File: config.mk
export PLATFORM = sky130hd
export DESIGN_NAME = param_register_file
export DESIGN_NICKNAME = d
export VERILOG_FILES = /design/src/rtl/param_register_file.sv
export SDC_FILE = /design/constraint.sdc
export NUM_CORES = 1
export LEC_CHECK = 0
export BUFFER_PORTS_ARGS = -buffer_cell sky130_fd_sc_hd__buf_2
export CAP_MARGIN = 0
export CORE_ASPECT_RATIO = 1.1
export CORE_MARGIN = 2
export CORE_UTILIZATION = 64
export CTS_CLUSTER_DIAMETER = 120
export CTS_CLUSTER_SIZE = 16
export DETAILED_ROUTE_END_ITERATION = 6
export GPL_ROUTABILITY_DRIVEN = 0
export PLACE_DENSITY = 0.88
export SLEW_MARGIN = 25
export SYNTH_ARGS = -nofsm -noshare
export SYNTH_HDL_FRONTEND = slang
export SYNTH_SLANG_ARGS = --single-unit
File: constraint.sdc
create_clock -name clk -period 4.2 [get_ports clk]
set_input_delay 0.21 -clock clk [delete_from_list [all_inputs] [get_ports clk]]
set_output_delay 0.21 -clock clk [all_outputs]
set_load 0.02 [all_outputs]
File: src/rtl/param_register_file.sv
// Parametrised register file: NUM_RD registered read ports with write bypass and a
// per-register pending bit that decode uses to detect RAW hazards.
module param_register_file #(
  parameter int DATA_W = 8,
  parameter int ADDR_W = 3,
  parameter int NUM_RD = 2
) (
  input  logic                       clk,
  input  logic                       rst,
  input  logic                       wr_en,
  input  logic [ADDR_W-1:0]          wr_addr,
  input  logic [DATA_W-1:0]          wr_data,
  input  logic                       alloc_en,
  input  logic [ADDR_W-1:0]          alloc_addr,
  input  logic                       flush,
  input  logic [NUM_RD*ADDR_W-1:0]   rd_addr,
  output logic [NUM_RD*DATA_W-1:0]   rd_data,
  output logic [NUM_RD-1:0]          rd_pending,
  output logic [(2**ADDR_W)-1:0]     pending_vec
);

  localparam int DEPTH = 2**ADDR_W;

  logic [DATA_W-1:0] regs [DEPTH];
  logic [DEPTH-1:0]  pending_q;
  logic [DEPTH-1:0]  pending_d;
  logic              wr_ok;
  logic              alloc_ok;

  logic [ADDR_W-1:0] rd_addr_a  [NUM_RD];
  logic [DATA_W-1:0] rd_byp     [NUM_RD];
  logic [DATA_W-1:0] rd_data_q  [NUM_RD];
  logic              rd_pend_q  [NUM_RD];

  assign wr_ok    = wr_en && (wr_addr != '0);
  assign alloc_ok = alloc_en && (alloc_addr != '0);

  // Ordering encodes priority: write clears, a same-cycle alloc re-sets, flush beats both.
  always_comb begin
    pending_d = pending_q;
    if (wr_ok)    pending_d[wr_addr]    = 1'b0;
    if (alloc_ok) pending_d[alloc_addr] = 1'b1;
    if (flush)    pending_d             = '0;
    pending_d[0] = 1'b0;
  end

  always_ff @(posedge clk or negedge rst) begin
    if (!rst) begin
      pending_q <= '0;
      for (int i = 0; i < DEPTH; i++) regs[i] <= '0;
    end else begin
      pending_q <= pending_d;
      if (wr_ok) regs[wr_addr] <= wr_data;
    end
  end

  genvar g;
  generate
    for (g = 0; g < NUM_RD; g++) begin : g_port
      assign rd_addr_a[g]                   = rd_addr[g*ADDR_W +: ADDR_W];
      assign rd_data[g*DATA_W +: DATA_W]    = rd_data_q[g];
      assign rd_pending[g]                  = rd_pend_q[g];
    end
  endgenerate

  always_comb begin
    for (int k = 0; k < NUM_RD; k++) begin
      rd_byp[k] = regs[rd_addr_a[k]];
      if (rd_addr_a[k] == '0)                    rd_byp[k] = '0;
      else if (wr_en && wr_addr == rd_addr_a[k]) rd_byp[k] = wr_data;
    end
  end

  // Read pending reflects the post-edge scoreboard so decode sees this cycle's issue/write-back.
  always_ff @(posedge clk or negedge rst) begin
    if (!rst) begin
      for (int k = 0; k < NUM_RD; k++) begin
        rd_data_q[k] <= '0;
        rd_pend_q[k] <= 1'b0;
      end
    end else begin
      for (int k = 0; k < NUM_RD; k++) begin
        rd_data_q[k] <= rd_byp[k];
        rd_pend_q[k] <= pending_d[rd_addr_a[k]];
      end
    end
  end

  assign pending_vec = pending_q;

endmodule

Yosys cells after proc, flatten, opt, wreduce, memory -nomap -nowiden
Cells that the tools add are included.

word-level totals
  register bits after elaboration = 89
  input bits = 25

operators by class
  order comparisons = 10
  equality and inequality tests = 2
  mux-type cells = 24
  bitwise gates (word level) = 6
  reduce and logical (&&, ||, !) cells = 11

operators by type and width
  cell                count
  $mux 8              12
  $bwmux 64           1
  $bmux 8 s3          2
  $demux 8 s3         1
  $lt 3x4->1 const B  4
  $ge 4x4->1 const B  3
  $not 3->4           3
  $and 8x8->8         1
  $not 8->8           1
  $or 8x8->8          1
  $logic_and 1x1->1   7
  $bmux 1 s3          2
  $demux 1 s3         2
  $eq 3x3->1          2
  $ge 3x1->1 const B  2
  $logic_not 3->1     2
  $reduce_bool 3->1   2
  $lt 4x1->1 const B  1
  $mux 1              4

Depth between registers and ports, before layout
  depth after elaboration = 12
  mapped depth = 6
  gate-level depth less buffers = 4

Worst setup path before layout
Ideal clock, no wire load.

  kind = input-to-reg
  start point = in rd_addr[3]
  end point = reg rd_data_q, in the netlist rd_data[14]
  library setup time = 0.157 ns
  arrival time = 1.220 ns
  required time = 4.043 ns
  slack = 2.823 ns
  stages = 5
  path buffers = 2
  path through = buf_6 -> buf_8 -> mux4_2 -> mux2i_1 -> a211oi_2

RTL lines
  item                            line  source
  start: declaration              16    input logic [NUM_RD*ADDR_W-1:0] rd_addr,
  end signal: indexed assignment  83    rd_data_q[k] <= rd_byp[k];
  end: declaration                32    logic [DATA_W-1:0] rd_data_q [NUM_RD];

Final worst setup path
  start point = in wr_addr[0]
  end point = reg rd_pend_q, in the netlist rd_pending[0]

on the way
  longest elaborated chain between the ends = 12
  elaborated cells on any way between the ends = 15
  classes of those cells = 2 x order compare; 7 x mux; 3 x bitwise; 3 x reduce/logical

ends and longest elaborated chain
  item                                                                   line  source
  start: declaration                                                     11    input logic [ADDR_W-1:0] wr_addr,
  $lt 3x4->1 (implied by the code) / $ge 3x1->1 (equally long branches)  41    if (wr_ok) pending_d[wr_addr] = 1'b0;
  $logic_and 1x1->1 (implied by the code)                                41
  $mux 1 (implied by the code)                                           41
  $demux 1 s3                                                            41
  $not 8->8 (no source line)                                             --
  $and 8x8->8 (no source line)                                           --
  $mux 8 (*)                                                             41
  $or 8x8->8 (no source line)                                            --
  $mux 8 (*)                                                             42    if (alloc_ok) pending_d[alloc_addr] = 1'b1;
  $mux 8 (*)                                                             43    if (flush) pending_d = '0;
  named net pending_d[1]                                                 26    logic [DEPTH-1:0] pending_d;
  $bmux 1 s3 (*)                                                         84    rd_pend_q[k] <= pending_d[rd_addr_a[k]];
  $mux 1 (implied by the code) (*)                                       84
  end signal: indexed assignment                                         84
  end: declaration                                                       33    logic rd_pend_q [NUM_RD];

Mark *: on every way through the listed nets, which the timed path passes. The rest lies on a longest branch. The select of a mux whose other input is x is not followed.
A chain may end at the register's enable or synchronous reset.

==> run summary <==
The run finished with clean final reports. During synthesis, Yosys emitted a total of 0 warnings. For this run, the share of the core covered by cells in the final layout is 69.4%. After synthesis the netlist holds a flip-flop and latch count of 89.

The number of enable-type register cells in the synthesized netlist was 0. The number of inserted filler cells in the final layout was 498; the count of max-cap constraint violations was 0. The critical path in this run is classified as in2reg.

In the routed design, unresolved DRC markers number 0. The switching portion of total power is 29.4%. The final-report setup violation count is 0, and the initial detailed-routing violation count is 253. The die footprint came out at 8280 sq um. The required arrival time at the worst endpoint came out at 4.44 ns. At the pin with the least slew margin, the transition time is 0.944 ns.

The overall routing resource usage is 26.6%. The critical path starts at wr_addr[0]. In this run, the combinational gates consume 24.0% of the power.

A synthesized cell averages 13.1 sq um. In this run the remaining antenna-violating nets after routing total 0. Cell area reported after detailed placement: 4950 sq um. The initial utilization of the core area, before any placement, comes to 65.5%.

Worst setup slack after placement: 2.20 ns. The logs give 33 for the row count and 24.6% for the clock share of power. The post-detailed-placement half-perimeter wirelength is 6.70 mm, and the global-route wire length before repair is 16.2 mm. The count of buffers added on input and output ports is 49. In the routed layout, each cell is associated on average with a via count of 6.67. For the final routed database, the setup TNS stands at 0 ns.

The floorplan step set the die width to 86.9 microns. The later pin in the worst-skew pair is clocked with a latency of 0.36 ns. The final number of hold-violating endpoints is 0. The worst clock skew on the final layout was 0.00545 ns; the worst max-slew margin expressed relative to the limit was 37.0%. The biggest area contributor in the post-synthesis netlist is dfrtp_1.

For this run, the top clock speed supported by timing is 0.627 GHz. Power spread over the standard cell area amounts to 421 nW/um^2. Across the VDD grid, the largest voltage drop is 0.000209 V. Setup repair after global routing left no endpoint under its margin.

The most used flip-flop cell after synthesis is dfrtp_1. Shortest period the worst path allows: 1.60 ns. The number of setup buffers added after CTS is 0. Summed over all layers, the routed wires come to 10.4 mm. Of the post-synthesis cell area, the dominant cell type holds 46.0%.

In this run the register-to-register setup slack is 2.83 ns. In the post-route analysis, the smallest setup slack over all paths is 2.60 ns. For this design, the sink count on the clock tree is 89. STA classifies the critical path startpoint as an input port. The number of antenna diodes in the final layout is 0. Clock tree synthesis inserted a total of 9 buffers.

The analysis attributes to net switching a power of 635 uW. The worst hold path terminates at pending_vec[3]. The post-synthesis cell type count is 48, and the number of cells in the design after placement is 466. For the final design area excluding fillers, the log shows 5130 sq um. Hold timing on the final database bottoms out at a slack of 0.147 ns. Beginning of the worst hold path: flush. Broken down by cell family, the worst path's largest delay share belongs to simple AND/OR/NAND/NOR gates. The total overflow left after global routing is 0. The worst register-to-register path ends at rd_data[7]. The library cell used most frequently in the layout, excluding fill and tap cells, is dfrtp_1. Clock-pin slew was measured on the worst setup and hold paths at 0.08 ns. The tools report the clock root buffer as clkbuf_8. The tightest min-delay check is of the in2reg type. The final number of max-transition violations was 0; the number of buffers and inverters on the critical path was 1. The final layout net count was 416. The run gives 46.0% as the sequential share of the synthesized area.

The standard cell with the maximum stage delay on the critical path was nor4bb_4. Maximum buffer depth of the clock tree: 2. Cells with a size suffix above 1 make up 36.3% of the layout. STA classifies the critical path endpoint as a register. Synthesis produced 371 cells.

CTS built an H-tree with a depth of 3. The via count of the first global-routing pass is 3,169. Gates resized during post-CTS repair numbered 0. The pin count of the biggest net entering global routing came out at 48. From synthesis to final layout, the design area changed by 5.87%. Walking the worst path, the cells encountered are buf_2 -> nor4bb_4 -> o32ai_4 -> nand3b_1 -> a311oi_2. Summing over every cut layer, the via total after detailed routing is 3,207. The async set or reset register ratio after synthesis works out to 100%. First-pass detailed-route iteration total: 5.

In the layout the commonest cells are 89 x dfrtp_1, 50 x nand2_1, 48 x buf_2. The initial antenna violation count is 0, and the die extent in y is 95.2 microns. Sorting the synthesized cells by area gives the leading types as dfrtp_1 46%, mux4_2 11%, mux2_2 9.3%.

Of all nets on the critical path, the largest fanout is 11. The delay of the slowest cell on the worst path is 0.90 ns, and the internal power contribution is 1.53 mW. The critical path arrival came out at 1.83 ns.

The part of the cycle the worst path needs came out at 38.0%. The finished layout holds 481 standard cells, fillers aside. TritonCTS built the clock tree. The number of instances on the worst hold path is 2, and the post-synthesis instance area is 4840 sq um. After layout, the design draws a total of 2.16 mW.

The worst reg2reg path depth was 3. The share of power burned in registers was 51.3%; the number of top-level pins was 51. Core area: 7390 sq um.

The static leakage was 2.35 nW; the number of hold buffers added after CTS was 1. When the netlist entered floorplanning its net count stood at 396. The wire length per cell after detailed routing is 21.5 microns. The startpoint identified for the worst register-to-register timing path is regs[7].
## state kept, by name (all words and copies together), names as in the netlist
name	cells
regs	64
rd_data	16
pending_vec	7
rd_pending	2
## layout make-up
class | instances | area (sq um) | share of cell area, %
multi-input cells | 234 | 2310 | 45.1
flip-flops and latches | 89 | 2230 | 43.4
repair buffers | 54 | 300 | 5.86
well taps | 87 | 109 | 2.12
clock buffers | 12 | 155 | 3.03
inverters | 3 | 11.3 | 0.220
clock inverters | 2 | 13.8 | 0.268
## metal layers
layer	part of all wire [%]	up-vias	wire, microns	GRT usage (%)
met5	0	-	0	0
met4	2.6	0	271	13.2
met3	5.4	25	557	5.28
met2	49	125	5130	42.1
met1	42	1652	4400	35.2
li1	-	1405	-	-
## cell families (layout without fill, tap and decap cells)
kind of cell | after synthesis | in the layout | synth area share [%]
simple gates | 106 | 106 | 11.9
flops | 89 | 89 | 46.0
mux | 88 | 88 | 28.2
buf+inv | 48 | 71 | 6.43
compound gates | 33 | 33 | 6.31
xor+xnor | 6 | 6 | 1.09
other cells | 1 | 1 | 0.0774
## worst max path at each step
stage,to,slack [ns],cells past startpoint
2_1_floorplan,rd_data[14],2.82,5
3_3_place_gp,rd_pending[0],2.29,5
3_5_place_dp,rd_data[2],2.20,4
4_1_cts,rd_data[2],2.57,4
5_1_grt,rd_data[10],2.52,4
6_report,rd_pending[0],2.60,5
## power by group through the flow
| stage | clock (mW) | sequential [mW] | combinational, mW |
|---|---|---|---|
| finish | 0.532 | 1.11 | 0.519 |
| global route | 0.566 | 1.13 | 0.560 |
| CTS | 0.537 | 1.11 | 0.522 |
| detailed placement | 0 | 1.12 | 0.521 |
| global placement | 0 | 1.11 | 0.499 |
| floorplan | 0 | 1.15 | 0.352 |
## Yosys cell counts, types with 3 or more instances
| master | number |
|---|---|
| buf_4 | 11 |
| nand4_2 | 3 |
| dfrtp_1 | 89 |
| a31oi_1 | 3 |
| mux2i_1 | 16 |
| nor2_1 | 18 |
| nand4b_1 | 3 |
| a211oi_1 | 15 |
| clkbuf_1 | 17 |
| nand3b_1 | 5 |
| buf_2 | 8 |
| mux4_2 | 23 |
| nand3_1 | 3 |
| mux4_1 | 8 |
| inv_1 | 3 |
| nand2_1 | 50 |
| nor2b_1 | 5 |
| nand2b_1 | 4 |
| mux2_2 | 40 |
| xnor2_1 | 6 |
| buf_6 | 7 |
Note: power is estimated with default switching activity, not from simulation.
